===== src/rtl/instr_controller.sv =====
// instr_controller: multi-cycle fetch/decode/execute/writeback sequencer driving a
// register file and functional unit from 16-bit instructions.
module instr_controller #(
   parameter int nBit  = 16,
   parameter int pcBit = 8
) (
   input  logic             clk,
   input  logic             rst,
   output logic             instr_req,
   input  logic             instr_ack,
   input  logic [nBit-1:0]  instr_data,
   output logic [pcBit-1:0] pc,
   output logic [2:0]       fs,
   output logic             a_thru,
   output logic             b_thru,
   output logic [nBit-1:0]  imm,
   output logic             imm_sel,
   output logic [2:0]       ra_addr,
   output logic [2:0]       rb_addr,
   output logic [2:0]       rd_addr,
   output logic             reg_we,
   input  logic             zero_flag,
   output logic             halted
);
   typedef enum logic [2:0] {FETCH, DECODE, EXECUTE, WRITEBACK, HALT} state_t;

   state_t           state_q;
   logic [nBit-1:0]  ir_q;
   logic [pcBit-1:0] pc_q;
   logic             z_q;
   logic [2:0]       fs_q;
   logic             a_thru_q, b_thru_q, imm_sel_q, reg_we_q;
   logic [3:0]       op;
   logic             is_alu, is_ldi, is_mov, is_bz, is_jmp, is_halt, writes;

   assign op      = ir_q[nBit-1:nBit-4];
   assign is_alu  = ~op[3];
   assign is_ldi  = op == 4'b1000;
   assign is_mov  = op == 4'b1001;
   assign is_bz   = op == 4'b1010;
   assign is_jmp  = op == 4'b1011;
   assign is_halt = op == 4'b1111;
   assign writes  = is_alu | is_ldi | is_mov;

   always_ff @(posedge clk) begin
      if (rst) begin
         state_q <= FETCH;
         ir_q <= '0;
         pc_q <= '0;
         z_q <= 1'b0;
         {fs_q, a_thru_q, b_thru_q, imm_sel_q, reg_we_q} <= '0;
      end else begin
         case (state_q)
            FETCH: if (instr_ack) begin
               ir_q <= instr_data;
               pc_q <= pc_q + 1'b1;
               state_q <= DECODE;
            end
            DECODE: begin
               fs_q <= is_alu ? op[2:0] : 3'd0;
               a_thru_q <= is_mov;
               b_thru_q <= is_ldi;
               imm_sel_q <= is_ldi;
               state_q <= EXECUTE;
            end
            EXECUTE: begin
               // writing ops keep their controls through WRITEBACK; others drop them here
               if (writes) begin
                  reg_we_q <= 1'b1;
                  state_q <= WRITEBACK;
               end else begin
                  {fs_q, a_thru_q, b_thru_q, imm_sel_q} <= '0;
                  state_q <= is_halt ? HALT : FETCH;
               end
               if (is_bz && z_q) pc_q <= pc_q + pcBit'({{pcBit{ir_q[7]}}, ir_q[7:0]});
               if (is_jmp) pc_q <= pcBit'(ir_q[7:0]);
            end
            WRITEBACK: begin
               {fs_q, a_thru_q, b_thru_q, imm_sel_q, reg_we_q} <= '0;
               z_q <= zero_flag;
               state_q <= FETCH;
            end
            HALT: state_q <= HALT;
            default: state_q <= FETCH;
         endcase
      end
   end

   assign instr_req = state_q == FETCH;
   assign halted    = state_q == HALT;
   assign pc        = pc_q;
   assign fs        = fs_q;
   assign a_thru    = a_thru_q;
   assign b_thru    = b_thru_q;
   assign imm_sel   = imm_sel_q;
   assign reg_we    = reg_we_q;
   assign imm       = {{(nBit-8){1'b0}}, ir_q[7:0]};
   assign rd_addr   = ir_q[11:9];
   assign ra_addr   = ir_q[8:6];
   assign rb_addr   = ir_q[5:3];
endmodule


===== config.mk =====
export PLATFORM = sky130hd
export DESIGN_NAME = instr_controller
export DESIGN_NICKNAME = d
export VERILOG_FILES = /design/src/rtl/instr_controller.sv
export SDC_FILE = /design/constraint.sdc
export NUM_CORES = 1
export LEC_CHECK = 0
export ABC_AREA = 1
export ABC_CLOCK_PERIOD_IN_PS = 1800
export CAP_MARGIN = 20
export CORE_MARGIN = 3
export CORE_UTILIZATION = 40
export CTS_BUF_LIST = sky130_fd_sc_hd__clkbuf_4 sky130_fd_sc_hd__clkbuf_8
export DETAILED_ROUTE_END_ITERATION = 16
export PLACE_DENSITY_LB_ADDON = 0.15
export SLEW_MARGIN = 20
export SYNTH_ARGS = -nofsm -noshare
export SYNTH_HDL_FRONTEND = slang
export SYNTH_SLANG_ARGS = --single-unit

===== constraint.sdc =====
create_clock -name clk -period 1.8 [get_ports clk]
set_input_delay 0.36 -clock clk [delete_from_list [all_inputs] [get_ports clk]]
set_output_delay 0.36 -clock clk [all_outputs]
set_load 0.02 [all_outputs]

==> results.tsv <==
stage	metric	value	unit
flow_run	Max Cap Viol	0	
place	Post-DP HPWL	4110	um
detailed_routing	via/cell ratio	4.68	
setup_path	nature of the critical path startpoint	flop	
final_layout	commonest cells after routing, fill and taps aside	nand2_1, clkdlybuf4s50_1, inv_1	
final_layout	multi-input logic area	1170	um^2
detailed_routing	top sig layer	met4	
setup_path	Worst Path Class, Setup	flop to primary output	
grt	largest net degree at the start of global routing	20	
detailed_routing	initial DRC count	88	
yosys	Synth async-reset ratio	0	%
setup_path	Crit. path cell count	2	
hold_path	hold crit path type	flop to flop	
floorplan	die width	80.6	um
clocking	root buffer cell	clkbuf_8	
yosys	Post-synth EDFFs	0	
detailed_routing	Post-Route WL	5240	um
timing	RSZ-0062 raised after global routing	no	
grt	vias in the first global route	1955	
yosys	mean post-synth cell area	6.96	um^2
setup_path	Worst EP required	1.44	ns
power_and_ir_drop	combinational share of power	38.1	%
clocking	post-CTS sizing	2	
detailed_routing	drt first pass iters	4	
detailed_routing	Metal-1 WL	2710	um
timing	Setup Skew	0.00554	ns
final_layout	Final Net Count	396	
detailed_routing	routed vias	2052	
yosys	Yosys reg bits	34	
grt	total congestion overflow	0	
power_and_ir_drop	Internal	1.66	mW
setup_path	Crit. End Element	primary output	
yosys	Synth Cell Area	2230	um^2
timing	max-slew violation count	0	
yosys	Netlist cell types	38	
timing	final period utilization	98.2	%
setup_path	Worst path slowest cell	clkdlybuf4s50_1	
setup_path	Setup crit start	pc[2]$_SDFFE_PP0P_	
setup_path	Arr. time, crit path	1.41	ns
grt	antenna violations before repair	0	
clocking	worst skew pair latency	0.29	ns
detailed_routing	WL met3	281	um
clocking	hold_buf cts	0	
detailed_routing	DR WL met2	2190	um
yosys	register area share after synthesis	30.6	%
final_layout	layout cells sized above 1	13.3	%
timing	Fin Setup TNS	0	ns
power_and_ir_drop	leakage	1.32	nW
final_layout	register area	683	um^2
place	GPL Wtd Cong	0.854	
floorplan	core footprint	5240	um^2
clocking	Clock Sinks	34	
place	PortBufs	53	
clocking	CTS tree	built	
final_layout	commonest non-fill, non-tap cell in the layout	nand2_1	
clocking	postcts setup bufs	0	
setup_path	Cell Chain, Critical Path	buf_4 -> clkdlybuf4s50_1	
final_layout	final design area excluding fillers	2860	um^2
power_and_ir_drop	Pwr per Cell Area	905	nW/um^2
detailed_routing	antenna violation net count after detailed routing	0	
power_and_ir_drop	Sw Ratio	35.7	%
setup_path	Crit path max-delay family	buffers and inverters	
setup_path	reg-to-reg critical path startpoint	pc[3]$_SDFFE_PP0P_	
timing	Final Critical Period	1.77	ns
timing	Final setup viols	0	
floorplan	Die Ht	80.6	um
clocking	CTS max path bufs	2	
floorplan	DIE AREA	6500	um^2
setup_path	setup slack, reg-to-reg	0.15	ns
yosys	Post-synth top flop	dfxtp_1	
detailed_routing	Residual DRC	0	
outcome	status	finished, final reports clean	
yosys	Ys Warns	0	
yosys	cell count after synthesis	320	
setup_path	Buf/Inv on CP	2	
clocking	clk slew on worst S/H paths	0.07	ns
floorplan	initial core utilization	42.5	%
final_layout	n_diodes	0	
power_and_ir_drop	maximum VDD drop	0.491	mV
setup_path	slowest stage delay, CP	0.60	ns
power_and_ir_drop	clock power share	26.0	%
setup_path	CP max FO	5	
clocking	H-Tree Depth	2	
detailed_routing	DR WL/cell	12.0	um
power_and_ir_drop	Reg power frac	35.9	%
clocking	Inserted Clock Buffers	5	
setup_path	Worst R2R End	pc[4]$_SDFFE_PP0P_	
setup_path	end of the critical path	pc[2]	
power_and_ir_drop	NetSw	0.922	mW
place	Post-Place Cell Area	2740	um^2
final_layout	fillcell total	506	
floorplan	# IOs	62	
timing	max frequency	0.566	GHz
floorplan	# rows	26	
grt	first-pass GRT wire length	8890	um
setup_path	R2R depth	7	
timing	Fin. Hold Viols	0	
final_layout	Area Growth Syn to Fin	28.3	%
grt	total track usage	17.6	%
-- synth_stat cells (4+ instances only) --
| library cell | n | share of area (%) |
|---|---|---|
| nand2_1 | 55 | 9.3 |
| o21ai_0 | 20 | 4.5 |
| inv_1 | 37 | 6.2 |
| nor3_1 | 4 | 0.90 |
| a21oi_1 | 32 | 7.2 |
| nand3_1 | 28 | 6.3 |
| dfxtp_1 | 34 | 31 |
| nor2_1 | 20 | 3.4 |
| ha_1 | 8 | 4.5 |
| a21oi_2 | 4 | 1.6 |
| o21ai_1 | 8 | 1.8 |
| buf_4 | 26 | 8.8 |
-- stage by stage --
stage	power (mW)	hold WS, ns	setup WS, ns	util (%)	instances
floorplan	1.62	0.429	0.0196	-	327
finish	2.58	0.462	0.0332	54.5	438
CTS	2.60	0.468	0.0162	54.3	438
detailed placement	1.93	0.455	0.0854	52.2	430
global route	2.76	0.488	0.0000815	54.5	438
global placement	1.92	0.451	0.155	52.2	430
-- per-layer routing --
layer	track usage [%]	vias up
met5	0	-
met1	24.3	891
met2	27.0	53
met3	4.71	5
li1	-	1103
met4	4.56	0
-- area by class of cell --
class	instances	share of cell area (%)
clock buffers	8	3.86
inverters	41	5.52
flip-flops and latches	34	23.9
multi-input cells	217	41.0
well taps	70	3.07
repair buffers	68	22.6
-- power by group through the flow --
stage | clock (mW) | sequential, mW | combinational [mW]
after floorplan | 0 | 1.00 | 0.615
after global placement | 0 | 0.941 | 0.979
after detailed placement | 0 | 0.943 | 0.988
after CTS | 0.683 | 0.926 | 0.990
after global routing | 0.716 | 0.941 | 1.11
final | 0.672 | 0.927 | 0.984
-- worst min path at each step --
stage	depth (start not counted)	startpoint	endpoint
2_1_floorplan	2	z_q$_SDFFE_PP0P_	z_q$_SDFFE_PP0P_
3_5_place_dp	2	ir_q[8]$_SDFFE_PP0P_	ir_q[8]$_SDFFE_PP0P_
5_1_grt	2	ir_q[8]$_SDFFE_PP0P_	ir_q[8]$_SDFFE_PP0P_
3_3_place_gp	2	ir_q[11]$_SDFFE_PP0P_	ir_q[11]$_SDFFE_PP0P_
4_1_cts	2	ir_q[8]$_SDFFE_PP0P_	ir_q[8]$_SDFFE_PP0P_
6_report	2	ir_q[8]$_SDFFE_PP0P_	ir_q[8]$_SDFFE_PP0P_
-- flip-flops by register name, indices dropped and copies added, names as in the netlist --
register  count
ir_q         16
reg_we        1
imm_sel       1
fs            3
z_q           1
pc            8
a_thru        1
state_q       3
-- cell families after synthesis --
group | count (synthesis) | synth area share [%]
AO/OA/AOI/OAI | 68 | 16.8
XOR/XNOR | 2 | 0.787
adder cells (fa/ha/maj) | 9 | 5.40
other | 1 | 0.168
AND/OR/NAND/NOR | 130 | 28.0
flip-flops | 34 | 30.6
buffers and inverters | 76 | 18.2
-- worst min-delay path: stages, from the launching register on --
cell     delay [ns]
dfxtp_1        0.31
nand2_1        0.06
a21oi_1        0.05
Power figures use the tool's default switching activity.
